$ cat config.mk
export PLATFORM = sky130hd
export DESIGN_NAME = pipe_stage_elastic
export DESIGN_NICKNAME = d
export VERILOG_FILES = /design/src/rtl/pipe_pkg.sv /design/src/rtl/pipe_data_slot.sv /design/src/rtl/pipe_stage_elastic.sv
export SDC_FILE = /design/constraint.sdc
export NUM_CORES = 1
export LEC_CHECK = 0
export ABC_AREA = 1
export CORE_MARGIN = 4
export CORE_UTILIZATION = 45
export DETAILED_ROUTE_END_ITERATION = 16
export PLACE_DENSITY = 0.8
export SKIP_CTS_REPAIR_TIMING = 1
export SYNTH_ARGS = -nofsm -noshare
export SYNTH_HDL_FRONTEND = slang
export SYNTH_SLANG_ARGS = --single-unit
export TNS_END_PERCENT = 10
$ cat constraint.sdc
create_clock -name clk -period 1.7 [get_ports clk]
set_clock_uncertainty 0.05 [all_clocks]
set_input_delay 0.425 -clock clk [delete_from_list [all_inputs] [get_ports clk]]
set_output_delay 0.425 -clock clk [all_outputs]
set_load 0.01 [all_outputs]
$ cat src/rtl/pipe_pkg.sv
// Shared definitions for the elastic pipeline stage: occupancy encoding and
// the default stall-counter width.
package pipe_pkg;

  typedef enum logic [1:0] {
    EMPTY = 2'd0,
    ONE   = 2'd1,
    TWO   = 2'd2
  } pipe_state_t;

  localparam int unsigned CNT_W_DEF = 16;

endpackage

$ cat src/rtl/pipe_data_slot.sv
// One payload register of the elastic stage: load enable, synchronous clear
// to RESET_VAL, asynchronous active-low reset to RESET_VAL.
module pipe_data_slot #(
  parameter int unsigned          WIDTH     = 32,
  parameter logic [WIDTH-1:0]     RESET_VAL = '0
) (
  input  logic             clk,
  input  logic             rst_n,
  input  logic             clr,
  input  logic             load,
  input  logic [WIDTH-1:0] d,
  output logic [WIDTH-1:0] q
);

  // Clear wins over load so a flush always lands on RESET_VAL.
  always_ff @(posedge clk or negedge rst_n) begin
    if (!rst_n) begin
      q <= RESET_VAL;
    end else if (clr) begin
      q <= RESET_VAL;
    end else if (load) begin
      q <= d;
    end
  end

endmodule

$ cat src/rtl/pipe_stage_elastic.sv
// Valid/ready register slice with stall counter. Defining PIPE_SKID_BUFFER_EN
// adds a skid slot so in_ready comes from a flop instead of out_ready.
module pipe_stage_elastic
  import pipe_pkg::*;
#(
  parameter int unsigned      WIDTH     = 32,
  parameter logic [WIDTH-1:0] RESET_VAL = '0,
  parameter int unsigned      CNT_W     = CNT_W_DEF
) (
  input  logic             clk,
  input  logic             rst_n,
  input  logic             flush_n,
  input  logic             in_valid,
  output logic             in_ready,
  input  logic [WIDTH-1:0] in_data,
  output logic             out_valid,
  input  logic             out_ready,
  output logic [WIDTH-1:0] out_data,
  output logic [CNT_W-1:0] stall_cnt
);

  localparam logic [CNT_W-1:0] CNT_MAX = '1;

  pipe_state_t      state;
  pipe_state_t      state_nxt;
  logic             valid_q;
  logic [CNT_W-1:0] stall_q;
  logic             flush;
  logic             in_hs;
  logic             out_hs;
  logic             main_load;
  logic [WIDTH-1:0] main_d;

  assign flush     = !flush_n;
  assign in_hs     = in_valid && in_ready;
  assign out_hs    = valid_q && out_ready;
  assign out_valid = valid_q;
  assign stall_cnt = stall_q;

`ifdef PIPE_SKID_BUFFER_EN
  logic             ready_q;
  logic             skid_load;
  logic [WIDTH-1:0] skid_q;

  assign in_ready = ready_q;
  // Draining TWO promotes the skid word into the output register.
  assign main_d   = (state == TWO) ? skid_q : in_data;

  pipe_data_slot #(
    .WIDTH     (WIDTH),
    .RESET_VAL (RESET_VAL)
  ) u_skid_slot (
    .clk   (clk),
    .rst_n (rst_n),
    .clr   (flush),
    .load  (skid_load),
    .d     (in_data),
    .q     (skid_q)
  );
`else
  assign in_ready = !valid_q || out_ready;
  assign main_d   = in_data;
`endif

  pipe_data_slot #(
    .WIDTH     (WIDTH),
    .RESET_VAL (RESET_VAL)
  ) u_main_slot (
    .clk   (clk),
    .rst_n (rst_n),
    .clr   (flush),
    .load  (main_load),
    .d     (main_d),
    .q     (out_data)
  );

  // Next occupancy and slot load enables; flush overrides every handshake.
  always_comb begin
    state_nxt = state;
    main_load = 1'b0;
`ifdef PIPE_SKID_BUFFER_EN
    skid_load = 1'b0;
`endif
    if (flush) begin
      state_nxt = EMPTY;
    end else begin
      case (state)
        EMPTY: begin
          if (in_hs) begin
            state_nxt = ONE;
            main_load = 1'b1;
          end
        end
        ONE: begin
          if (in_hs && out_hs) begin
            main_load = 1'b1;
`ifdef PIPE_SKID_BUFFER_EN
          end else if (in_hs) begin
            state_nxt = TWO;
            skid_load = 1'b1;
`endif
          end else if (out_hs) begin
            state_nxt = EMPTY;
          end
        end
`ifdef PIPE_SKID_BUFFER_EN
        TWO: begin
          if (out_hs) begin
            state_nxt = ONE;
            main_load = 1'b1;
          end
        end
`endif
        default: state_nxt = EMPTY;
      endcase
    end
  end

  always_ff @(posedge clk or negedge rst_n) begin
    if (!rst_n) begin
      state   <= EMPTY;
      valid_q <= 1'b0;
`ifdef PIPE_SKID_BUFFER_EN
      ready_q <= 1'b0;
`endif
    end else begin
      state   <= state_nxt;
      valid_q <= (state_nxt != EMPTY);
`ifdef PIPE_SKID_BUFFER_EN
      ready_q <= (state_nxt != TWO);
`endif
    end
  end

  // Saturating stall counter; survives flush, cleared only by reset.
  always_ff @(posedge clk or negedge rst_n) begin
    if (!rst_n) begin
      stall_q <= '0;
    end else if (valid_q && !out_ready && (stall_q != CNT_MAX)) begin
      stall_q <= stall_q + CNT_W'(1);
    end
  end

endmodule
# After elaboration in Yosys (flattened, before gate mapping)
# Index checks and enable logic that the tools add are counted.
[word_totals]
register_bits = 51
latch_bits = 0
ram_bits = 0
rom_bits = 0
inputBits = 37
out_inout_bits = 50
wordCells = 29
n_memories = 0
[classes]
n_addsub = 1
mul = 0
div_mod_pow = 0
order_cmp = 0
n_eq_ne = 3
shifts = 0
mux = 11
n_bitwise = 0
n_reduce_logical = 10
[op_table]
columns = ["operator", "count"]
rows = [
  ["2-to-1 mux 32 bit", 2],
  ["adder 16 x 1 -> 16 bit, second input constant", 1],
  ["inequality test 16 bit, second input constant", 1],
  ["2-to-1 mux 2 bit", 4],
  ["logical AND 1 bit", 5],
  ["one-hot mux 2 bit (2 select lines)", 1],
  ["2-to-1 mux 1 bit", 3],
  ["== test 2 x 1 -> 1 bit, second input constant", 1],
  ["zero test 1 bit", 2],
  ["zero test 2 bit", 1],
  ["inequality test 2 x 1 -> 1 bit, second input constant", 1],
  ["one-hot mux 1 bit (2 select lines)", 1],
  ["nonzero test 2 bit", 1],
  ["logical OR 1 bit", 1],
]

# Longest topological paths before layout
# Gate-level depths: netlist (run 1).
[depth]
word_depth = 9
depth_mapped = 9
ltp_nobuf = 8

# Modules after synthesis
# From an unflattened synthesis (run 1), not the netlist that was laid out.
[unflattened]
cells_unflattened = 297
area_unflattened_um2 = 2486.1
[by_module_without_submodules]
columns = ["mod", "instances", "cells_per_inst", "area_each_um2", "seq_area_each_um2"]
rows = [
  ["pipe_data_slot", 1, 140, 1351.3, 800.8],
  ["pipe_stage_elastic", 1, 157, 1134.8, 475.5],
]

# Worst setup path before layout (run 1)
# No wires, ideal clock.
[synth_path]
path_type = "register to register"
start = "reg stall_q[0], in the netlist stall_cnt[0]"
end = "reg stall_q[9], in the netlist stall_cnt[9]"
setup_time_ns = 0.118
arrival_time_ns = 1.440
required_time_ns = 1.532
setup_slack_ns = 0.092
path_stages_with_launch = 10
path_buffers = 1
synth_period_minus_slack_ns = 1.608
path_cell_list = "dfrtp_1 ha_1 inv_1 nor2_2 nand3_2 nand2_4 nand2_4 buf_6 nand2_2 o21ai_2"
[synth_via]
elab_chain_len = 2
elab_cells_between_ends = 3
cone_classes = "add/sub: 1; eq/ne: 1; reduce/logical: 1"
[synth_rtl]
columns = ["element", "line", "source"]
rows = [
  ["start: declaration", "pipe_stage_elastic.sv:27", "logic [CNT_W-1:0] stall_q;"],
  ["start signal: assignment", "pipe_stage_elastic.sv:140", "stall_q <= stall_q + CNT_W'(1);"],
  ["branches (longest 2 deep; another with adder 16 x 1 -> 16 bit)", "--", ""],
]
# Several ways; the timed one is not identified.
# A chain may end at the register's enable or synchronous reset.

# Final worst setup path (run 1)
[layout_path]
start = "reg stall_q[15], in the netlist stall_cnt[15]"
end = "out stall_cnt[15]"
[layout_lines]
columns = ["element", "line", "source"]
rows = [
  ["end: declaration", "pipe_stage_elastic.sv:19", "output logic [CNT_W-1:0] stall_cnt"],
]
# No word-level cell between the ends.

==> results of run 1 <==
[report_power, final]
part / switching [uW] / leakage, uW / internal, uW / total [uW]
Combinational: 486 / 0.00171 / 505 / 991
Clock: 395 / 0.0000502 / 431 / 826
Sequential: 145 / 0.000650 / 1370 / 1520
[through the flow]
| step | instance area [sq um] | std cells | utilization | worst slack, ns | hold WS (ns) |
|---|---|---|---|---|---|
| 5_1_grt | 3770 | 467 | 0.725 | 0.00671 | 0.0174 |
| 3_5_place_dp | 3450 | 453 | 0.663 | -0.355 | 0.334 |
| 4_1_cts | 3560 | 460 | 0.683 | -0.358 | 0.00551 |
| 3_3_place_gp | 3450 | 453 | 0.663 | -0.345 | 0.331 |
| 2_1_floorplan | 2460 | 296 | - | 0.0925 | 0.0794 |
| 6_report | 3770 | 467 | 0.725 | 0.0456 | -0.00366 |
[final cells by class]
class / instances / share of cell area
Inverter: 19 / 0.0202
Timing Repair Buffer: 106 / 0.308
Clock inverter: 2 / 0.00995
Multi-Input combinational cell: 214 / 0.279
Tap cell: 70 / 0.0232
Sequential cell: 51 / 0.341
Clock buffer: 5 / 0.0182
[flip-flops by register name, summed over array words and instances (netlist names)]
signal         flops
out_valid          1
stall_cnt         16
state              2
u_main_slot.q     32
[placed cells by master, fill, tap and decap left out]
cell	instances
a211oi_1	2
buf_12	2
buf_2	1
buf_4	17
buf_8	1
bufinv_16	1
clkbuf_8	5
clkdlybuf4s50_1	35
clkinvlp_4	1
conb_1	1
dfrtp_1	44
dfrtp_2	7
dlymetal6s2s_1	50
ha_2	1
inv_1	18
inv_6	1
nand2_1	110
nand2_2	7
nand2_4	1
nand2_8	1
nand3_1	47
nand3_2	1
nand3b_1	1
nand4_1	5
nor2_1	15
nor2_2	3
nor2_4	1
o21ai_0	1
o21ai_2	8
o21ai_4	1
xor2_1	8
[logic make-up (layout without fill, tap and decap cells)]
family                     count (synthesis)  count (layout)  share of synthesized area
AOI/OAI and AO/OA                         12              12                     0.0432
other                                      1               1                    0.00152
and+or+nand+nor                          192             192                      0.343
buffers and inverters                     31             132                     0.0595
xor gates and xnor gates                   8               8                     0.0285
adders and majority gates                  1               1                    0.00509
DFF                                       51              51                      0.519
[routing by layer]
metal  part of all wire  routed length (um)  track usage  vias up
li1                   -                   -            -     1149
met1               0.39                2660        0.260     1118
met2               0.55                3700        0.325       61
met3              0.046                 314       0.0461       10
met4              0.016                 111       0.0664        0
met5                  0                   0            0        -
[worst paths after layout]
kind                       slack [ns]             to  cells past startpoint
hold reg to reg                  0.41       state[0]                      1
setup / recovery                 0.05  stall_cnt[15]                      1
min in group clk                 0.41       state[0]                      1
hold / removal                 -0.004   stall_cnt[3]                      1
max in group asynchronous        1.12  stall_cnt[14]                      2
setup reg to reg                 0.12   stall_cnt[8]                      8
==> results.py, run 1 <==
metrics = {
    "status": {
        "status": "complete, but fails checks",
        "violations": "negative hold slack",
    },
    "timing": {
        "fin_crit_ns": 1.65,
        "hold_slack_ns": -0.00366,
        "slew_violations": 0,
        "rsz0062_at_grt": "no",
        "max_freq_mhz": 604,
        "hold_violations": 12,
        "finalSetupViolations": 0,
        "fin_setup_tns_ns": 0,
        "finalCritPeriodShare": 0.973,
    },
    "global_routing": {
        "grt_max_degree": 33,
        "first_global_vias": 2240,
        "overflow": 0,
        "antenna_found_initial": 0,
        "grt.total_usage": 0.199,
        "grt_pass1_wl_mm": 10.3,
    },
    "yosys": {
        "synth_top_cell_by_area": "dfrtp_1",
        "yosys_most_used_dff": "dfrtp_1",
        "syn_area_sq_um": 2460,
        "synth_cells": 296,
        "synth.avg_cell_area_sq_um": 8.31,
        "yosysSeqAreaShare": 0.519,
        "ys_seq_elements": 51,
        "synthDistinctLibCells": 24,
        "yosysMostFrequentCell": "nand2_1",
        "synth_top_area_frac": 0.519,
        "yosysWarnings": 0,
        "ys_top_cells_by_area": "dfrtp_1 (52%), nand2_1 (17%), nand3_1 (9.6%), o21ai_2 (2.8%), xor2_1 (2.8%)",
        "syn_nets": 334,
        "synth_commonest_cells": "nand2_1 (111), dfrtp_1 (51), nand3_1 (47), inv_1 (18), nor2_1 (16)",
        "synth_edf_count": 0,
        "async_reset_ff_frac": 1.00,
    },
    "setup_path": {
        "crit_chain": "clkdlybuf4s50_1",
        "cp.required_ns": 1.22,
        "cp_max_fo": 2,
        "crit_start": "stall_cnt[15]",
        "critical_path_arrival_ns": 1.18,
        "max_stage_delay_ns": 0.53,
        "critPathLaunchType": "flip-flop",
        "cpLargestDelayFamily": "buffers and inverters",
        "cp_slowest_cell": "clkdlybuf4s50_1",
        "critPathBufInv": 1,
        "worstSetupEndpointType": "primary output",
        "path_class": "reg -> out",
        "worstReg2RegStart": "stall_cnt[1]",
    },
    "routing": {
        "drtAntennaViolNets": 0,
        "routed_wl_mm": 6.79,
        "num_vias": 2338,
        "drt-pass1-iter-count": 4,
        "wl_per_cell_um": 14.5,
        "drc_errors": 0,
        "drt_iter0_markers": 123,
        "vias_per_cell": 5.01,
    },
    "power_and_ir_drop": {
        "vdd_ir_drop_max_mv": 0.550,
        "finalPower_uw": 3330,
        "power-per-cell-area_nw_per_um2": 883,
        "p_leak_uw": 0.00241,
    },
    "clock_tree": {
        "cts_max_level": 2,
        "cts_tree": "yes",
        "root_buffer": "clkbuf_8",
        "clock_path_buffers": 2,
        "cts_buffers": 5,
        "insertion_delay_ns": 0.30,
        "clock_sinks": 51,
        "clk_pin_slew_worst_paths_ns": 0.09,
    },
    "finish": {
        "fill_cells": 401,
        "n_antenna_cell": 0,
        "syn2layout_area_growth_pct": 53.4,
        "multi_input_area_sq_um": 1050,
        "drive_above_1_share": 0.151,
        "num-nets-final": 435,
        "regArea_sq_um": 1280,
    },
    "floorplanning": {
        "initial_core_util": 0.473,
        "die_h_um": 81.9,
        "coreArea_sq_um": 5200,
        "fp.dieW_um": 81.9,
        "io_pins": 87,
        "num_rows": 26,
        "die_area_sq_um": 6710,
    },
    "placed_design": {
        "place_hpwl_mm": 4.70,
        "io_buffers": 86,
        "gp_congestion": 0.847,
    },
    "hold_path": {
        "min_path_type": "in -> async",
    },
    "job": {
        "drv_cap": 0,
    },
}
(Power assumes the default switching activity.)
==> inputs of run 2 (changes only) <==
==> constraint.sdc (replaced) <==
create_clock -name clk -period 1.7 [get_ports clk]
set_clock_uncertainty 0.05 [all_clocks]
set_input_delay 0.425 -clock clk [delete_from_list [all_inputs] [get_ports clk]]
set_output_delay 0.425 -clock clk [all_outputs]
set_load 0.005 [all_outputs]
==> run 2 against run 1 <==
Net effect: the flow finishes with violations (negative setup slack); maximum frequency shrank 7.7%; utilization fell by 2.0 points; die area unchanged; total power decreased by 0.96%; combinational power shrank 7.8%; first-iteration DRC count up 18%; sequential power hardly changed; sequential cell count is the same; register-to-register slack worse by 0.05 ns; critical path depth rose by 1; global-route usage fell by 0.56 points; final cell count fell by 1.1%; largest power group unchanged; highest routed layer unchanged.
==> results.py, run 2 (synthesized netlist as in run 1, its figures left out) <==
metrics = {
    "status": {
        "violations": "negative setup slack",
        "status": "complete, but fails checks",
    },
    "clock_tree": {
        "cts_max_level": 2,
        "cts_buffers": 5,
        "clk_pin_slew_worst_paths_ns": 0.09,
        "root_buffer": "clkbuf_8",
        "cts_tree": "yes",
        "clock_path_buffers": 2,
        "insertion_delay_ns": 0.30,
        "clock_sinks": 51,
    },
    "placed_design": {
        "io_buffers": 86,
        "place_hpwl_mm": 4.58,
        "placed_area_sq_um": 3460,
        "gp_congestion": 0.878,
    },
    "timing": {
        "rsz0062_at_grt": "yes",
        "setup_ws_ns": -0.0921,
        "slew_violations": 0,
        "hold_violations": 0,
        "hold_slack_ns": 0.00233,
        "finalSetupViolations": 2,
        "max_freq_mhz": 558,
        "fin_crit_ns": 1.79,
        "finalCritPeriodShare": 1.05,
    },
    "finish": {
        "num-nets-final": 429,
        "regMostFlops": "u_main_slot.q",
        "drive_above_1_share": 0.135,
        "final_cell_mix": "nand2_1 (111), clkdlybuf4s50_1 (55), nand3_1 (47)",
        "largest_reg_flops": 32,
        "syn2layout_area_growth_pct": 49.1,
        "final_common_cell": "nand2_1",
        "design_area_sq_um": 3670,
        "n_antenna_cell": 0,
    },
    "routing": {
        "drtAntennaViolNets": 0,
        "vias_per_cell": 4.93,
        "drc_errors": 0,
        "routed_wl_mm": 6.29,
        "drt_iter0_markers": 145,
        "drt-pass1-iter-count": 4,
        "wl_per_cell_um": 13.6,
        "num_vias": 2278,
    },
    "floorplanning": {
        "die_area_sq_um": 6710,
        "num_rows": 26,
        "coreArea_sq_um": 5200,
        "initial_core_util": 0.473,
        "io_pins": 87,
        "fp.dieW_um": 81.9,
        "die_h_um": 81.9,
    },
    "global_routing": {
        "grt.total_usage": 0.193,
        "first_global_vias": 2092,
        "antenna_found_initial": 0,
        "grt_max_degree": 33,
        "overflow": 0,
        "grt_pass1_wl_mm": 10.0,
    },
    "hold_path": {
        "min_path_type": "in -> async",
    },
    "setup_path": {
        "worstReg2RegStart": "stall_cnt[0]",
        "cp.required_ns": 1.22,
        "critPathLaunchType": "flip-flop",
        "reg2reg_to": "stall_cnt[8]",
        "critical_path_arrival_ns": 1.32,
        "r2r_cells": 8,
        "path_class": "reg -> out",
        "r2r_slack_ns": 0.07,
        "crit_end": "stall_cnt[0]",
        "crit_start": "stall_cnt[0]",
        "cp_max_fo": 6,
        "worstSetupEndpointType": "primary output",
    },
    "power_and_ir_drop": {
        "finalPower_uw": 3300,
        "vdd_ir_drop_max_mv": 0.515,
        "power-per-cell-area_nw_per_um2": 900,
        "p_leak_uw": 0.00210,
    },
    "job": {
        "drv_cap": 0,
    },
}
-- run 2: cell types whose count changed in the layout (fill, tap and decap cells not counted), sizes merged --
cell / change
inv: +1
clkinvlp: -1
dlymetal6s2s: -20
clkdlybuf4s50: +20
clkbuf: +1
buf: -6
-- run 2: area by class of cell --
type / count / area (sq um)
Inverter: 19 / 73.8
Fill cell: 429 / 1540
Tap cell: 70 / 87.6
Timing Repair Buffer: 100 / 1060
Sequential cell: 51 / 1280
Multi-Input combinational cell: 214 / 1040
Clock inverter: 2 / 38.8
Clock buffer: 6 / 82.6
-- run 2: worst max-delay path: stages, from the launching register on --
cell and delay (ns):
dfrtp_1 0.37, buf_4 0.15, clkdlybuf4s50_1 0.50
-- run 2: power by group --
part | total, uW | switching, uW | internal, uW
logic | 914 | 416 | 498
clock network | 877 | 393 | 484
registers | 1510 | 140 | 1370
total | 3300 | 949 | 2350
-- run 2: worst min-delay path by stage --
| stage | end | slack [ns] | cells after the start | from |
|---|---|---|---|---|
| 2_1_floorplan | out_valid | 0.08 | 0 | rst_n |
| 3_3_place_gp | stall_cnt[4] | 0.33 | 1 | rst_n |
| 3_5_place_dp | stall_cnt[4] | 0.33 | 1 | rst_n |
| 4_1_cts | stall_cnt[4] | 0.004 | 1 | rst_n |
| 5_1_grt | stall_cnt[3] | 0.02 | 1 | rst_n |
| 6_report | stall_cnt[4] | 0.002 | 1 | rst_n |
-- run 2: per-stage QoR --
step	utilization	worst slack, ns	setup TNS, ns	instances
after floorplan	-	0.133	0	296
after global placement	0.664	-0.307	-10.39	454
after detailed placement	0.664	-0.331	-11.73	454
after CTS	0.688	-0.329	-1.29	462
after global routing	0.705	-0.143	-0.416	462
final	0.705	-0.0921	-0.122	462
-- run 2: per-layer routing --
metal / up-vias / global-route usage / wire [um]
met5: - / 0 / 0
met4: 0 / 0.0664 / 111
met3: 9 / 0.0406 / 297
met2: 53 / 0.308 / 3210
met1: 1087 / 0.261 / 2670
li1: 1129 / - / -
==> inputs of run 3 (changes only) <==
--- a/config.mk
+++ b/config.mk
@@ -7,11 +7,12 @@
 export LEC_CHECK = 0
 export ABC_AREA = 1
 export CORE_MARGIN = 4
-export CORE_UTILIZATION = 45
+export CORE_UTILIZATION = 49
 export DETAILED_ROUTE_END_ITERATION = 16
-export PLACE_DENSITY = 0.8
+export PLACE_DENSITY = 0.86
 export SKIP_CTS_REPAIR_TIMING = 1
 export SYNTH_ARGS = -nofsm -noshare
 export SYNTH_HDL_FRONTEND = slang
+export SYNTH_HIERARCHICAL = 1
 export SYNTH_SLANG_ARGS = --single-unit
 export TNS_END_PERCENT = 10
==> constraint.sdc (replaced) <==
create_clock -name clk -period 2.11 [get_ports clk]
set_clock_uncertainty 0.05 [all_clocks]
set_input_delay 0.5275 -clock clk [delete_from_list [all_inputs] [get_ports clk]]
set_output_delay 0.5275 -clock clk [all_outputs]
set_load 0.005 [all_outputs]
==> run 3 against run 2 <==
Net effect: the flow now finishes without violations; sequential share of layout area grew 0.92 points; sequential cell count is the same; final area shrank 3.1%; hold slack gained 0.14 ns; via count shrank 1.8%; critical path type unchanged; critical endpoint is now in_ready.
==> results.py, run 3 <==
metrics = {
    "routing": {
        "wl_met3_um": 341,
        "drc_errors": 0,
        "routed_wl_mm": 6.05,
        "drt_iter0_markers": 119,
        "wl_per_cell_um": 13.3,
        "top_layer_used": "met4",
        "vias_per_cell": 4.93,
        "drt-pass1-iter-count": 4,
        "wl_met2_mm": 3.16,
        "wl_met1_mm": 2.42,
        "num_vias": 2236,
        "drtAntennaViolNets": 0,
    },
    "setup_path": {
        "critPathLaunchType": "flip-flop",
        "worstReg2RegStart": "stall_cnt[1]",
        "critical_path_arrival_ns": 1.37,
        "reg2reg_to": "stall_cnt[0]",
        "path_class": "reg -> out",
        "r2r_slack_ns": 0.19,
        "r2r_cells": 8,
        "cp_max_fo": 3,
        "worstSetupEndpointType": "primary output",
        "cp.required_ns": 1.53,
    },
    "floorplanning": {
        "num_rows": 25,
        "die_area_sq_um": 6280,
        "io_pins": 87,
        "fp.dieW_um": 79.2,
        "coreArea_sq_um": 4820,
        "die_h_um": 79.2,
        "initial_core_util": 0.516,
    },
    "power_and_ir_drop": {
        "power-per-cell-area_nw_per_um2": 603,
        "p_int_uw": 1590,
        "combPwrFrac": 0.169,
        "pwr-share-seq": 0.502,
        "vdd_ir_drop_max_mv": 0.435,
        "p_leak_uw": 0.00165,
        "p_clk_frac": 0.329,
        "p_sw_frac": 0.257,
        "p_sw_uw": 550,
    },
    "timing": {
        "setup_ws_ns": 0.158,
        "finalCritPeriodShare": 0.925,
        "hold_slack_ns": 0.137,
        "hold_violations": 0,
        "rsz0062_at_grt": "yes",
        "slew_violations": 0,
        "fin_crit_ns": 1.95,
        "max_freq_mhz": 512,
        "finalSetupViolations": 0,
    },
    "finish": {
        "fill_cells": 385,
        "fin_util": 0.737,
        "n_antenna_cell": 0,
        "regMostFlops": "u_main_slot/q",
        "final_common_cell": "nand2_1",
        "largest_reg_flops": 32,
        "syn2layout_area_growth_pct": 42.9,
        "num-nets-final": 424,
        "final_cell_mix": "nand2_1 (129), clkdlybuf4s50_1 (84), dfrtp_1 (51)",
        "drive_above_1_share": 0.0956,
    },
    "yosys": {
        "synth_commonest_cells": "nand2_1 (129), dfrtp_1 (51), nand3_1 (34), nor2_1 (15), inv_1 (14)",
        "syn_nets": 335,
        "synth_top_area_frac": 0.513,
        "synth_cells": 297,
        "yosysSeqAreaShare": 0.513,
        "syn_area_sq_um": 2490,
        "synthDistinctLibCells": 24,
        "ys_seq_elements": 51,
        "synth_top_cell_by_area": "dfrtp_1",
        "yosysMostFrequentCell": "nand2_1",
        "async_reset_ff_frac": 1.00,
        "yosysWarnings": 6,
        "synth_edf_count": 0,
        "synth.avg_cell_area_sq_um": 8.37,
        "ys_top_cells_by_area": "dfrtp_1 (51%), nand2_1 (19%), nand3_1 (6.8%), buf_6 (3.6%), xnor2_1 (2.5%)",
        "yosys_most_used_dff": "dfrtp_1",
    },
    "global_routing": {
        "antenna_found_initial": 0,
        "first_global_vias": 2179,
        "grt.total_usage": 0.207,
        "grt_pass1_wl_mm": 10.3,
        "overflow": 0,
        "grt_max_degree": 52,
    },
    "placed_design": {
        "place_hpwl_mm": 4.35,
        "gp_congestion": 0.903,
        "pre_cts_slack_ns": -0.0886,
        "io_buffers": 86,
    },
    "job": {
        "drv_cap": 0,
    },
    "status": {
        "status": "finished clean",
    },
    "clock_tree": {
        "cts_max_level": 2,
        "root_buffer": "clkbuf_8",
        "clock_path_buffers": 2,
        "cts_tree": "yes",
        "insertion_delay_ns": 0.31,
        "clock_sinks": 51,
        "clk_pin_slew_worst_paths_ns": 0.09,
        "cts_buffers": 5,
    },
    "hold_path": {
        "min_path_type": "in -> async",
    },
}
## run 3: changes by cell type in the layout (fill, tap and decap cells not counted), sizes merged, moves of 3 or more
cell / delta
nand3: -8
nand2: +14
xor2: -8
xnor2: +7
inv: -3
dlymetal6s2s: -29
clkdlybuf4s50: +29
buf: -6
o21ai: -5
## run 3: power groups by stage
stage	Combinational [uW]	Clock, uW	Sequential [uW]
2_1_floorplan	135	0	1100
3_3_place_gp	355	0	1090
3_5_place_dp	364	0	1090
4_1_cts	368	715	1070
5_1_grt	396	750	1090
6_report	362	705	1070
## run 3: logic make-up (layout without fill, tap and decap cells)
group,Yosys count,count (layout),synth area share
other cells,1,1,0.00151
xor+xnor,7,7,0.0247
flops,51,51,0.513
buf+inv,29,119,0.0760
fa+ha+maj,1,1,0.00503
compound gates,8,8,0.0237
simple gates,200,200,0.356
## run 3: metal layers
layer,up-vias,GRT usage
met2,62,0.353
met1,1047,0.258
met3,10,0.0465
met5,-,0
met4,0,0.0704
li1,1117,-
## run 3: worst max-delay path, stage by stage (launching register included)
cell,delay [ns]
dfrtp_1,0.40
inv_1,0.08
nor2_2,0.04
inv_1,0.06
clkdlybuf4s50_1,0.49
## run 3: stage by stage
step | area [sq um] | total power, uW | instances | setup TNS [ns]
floorplan | 2490 | 1230 | 297 | 0
global placement | 3430 | 1450 | 446 | -1.36
detailed placement | 3430 | 1460 | 446 | -1.99
CTS | 3550 | 2160 | 454 | -0.0937
global route | 3550 | 2230 | 454 | -0.00497
finish | 3550 | 2140 | 454 | 0
## run 3: final cells by class
type                       count  area (sq um)  area share
inverter                      17          65.1      0.0183
tap                           67          83.8      0.0236
clock inverter                 3          47.5      0.0134
timing repair buffer          94           981       0.276
clock buffer                   5          68.8      0.0194
sequential                    51          1280       0.359
multi-input combinational    217          1030       0.290
## run 3: how the worst max path moves through the flow
stage	slack (ns)	startpoint	cells past startpoint	end
floorplan	0.40	out_ready	8	u_main_slot/q[10]
global placement	-0.07	out_ready	4	in_ready
detailed placement	-0.09	out_ready	4	in_ready
CTS	-0.09	out_ready	4	in_ready
global route	-0.005	stall_cnt[1]	8	stall_cnt[1]
finish	0.16	out_valid	4	in_ready
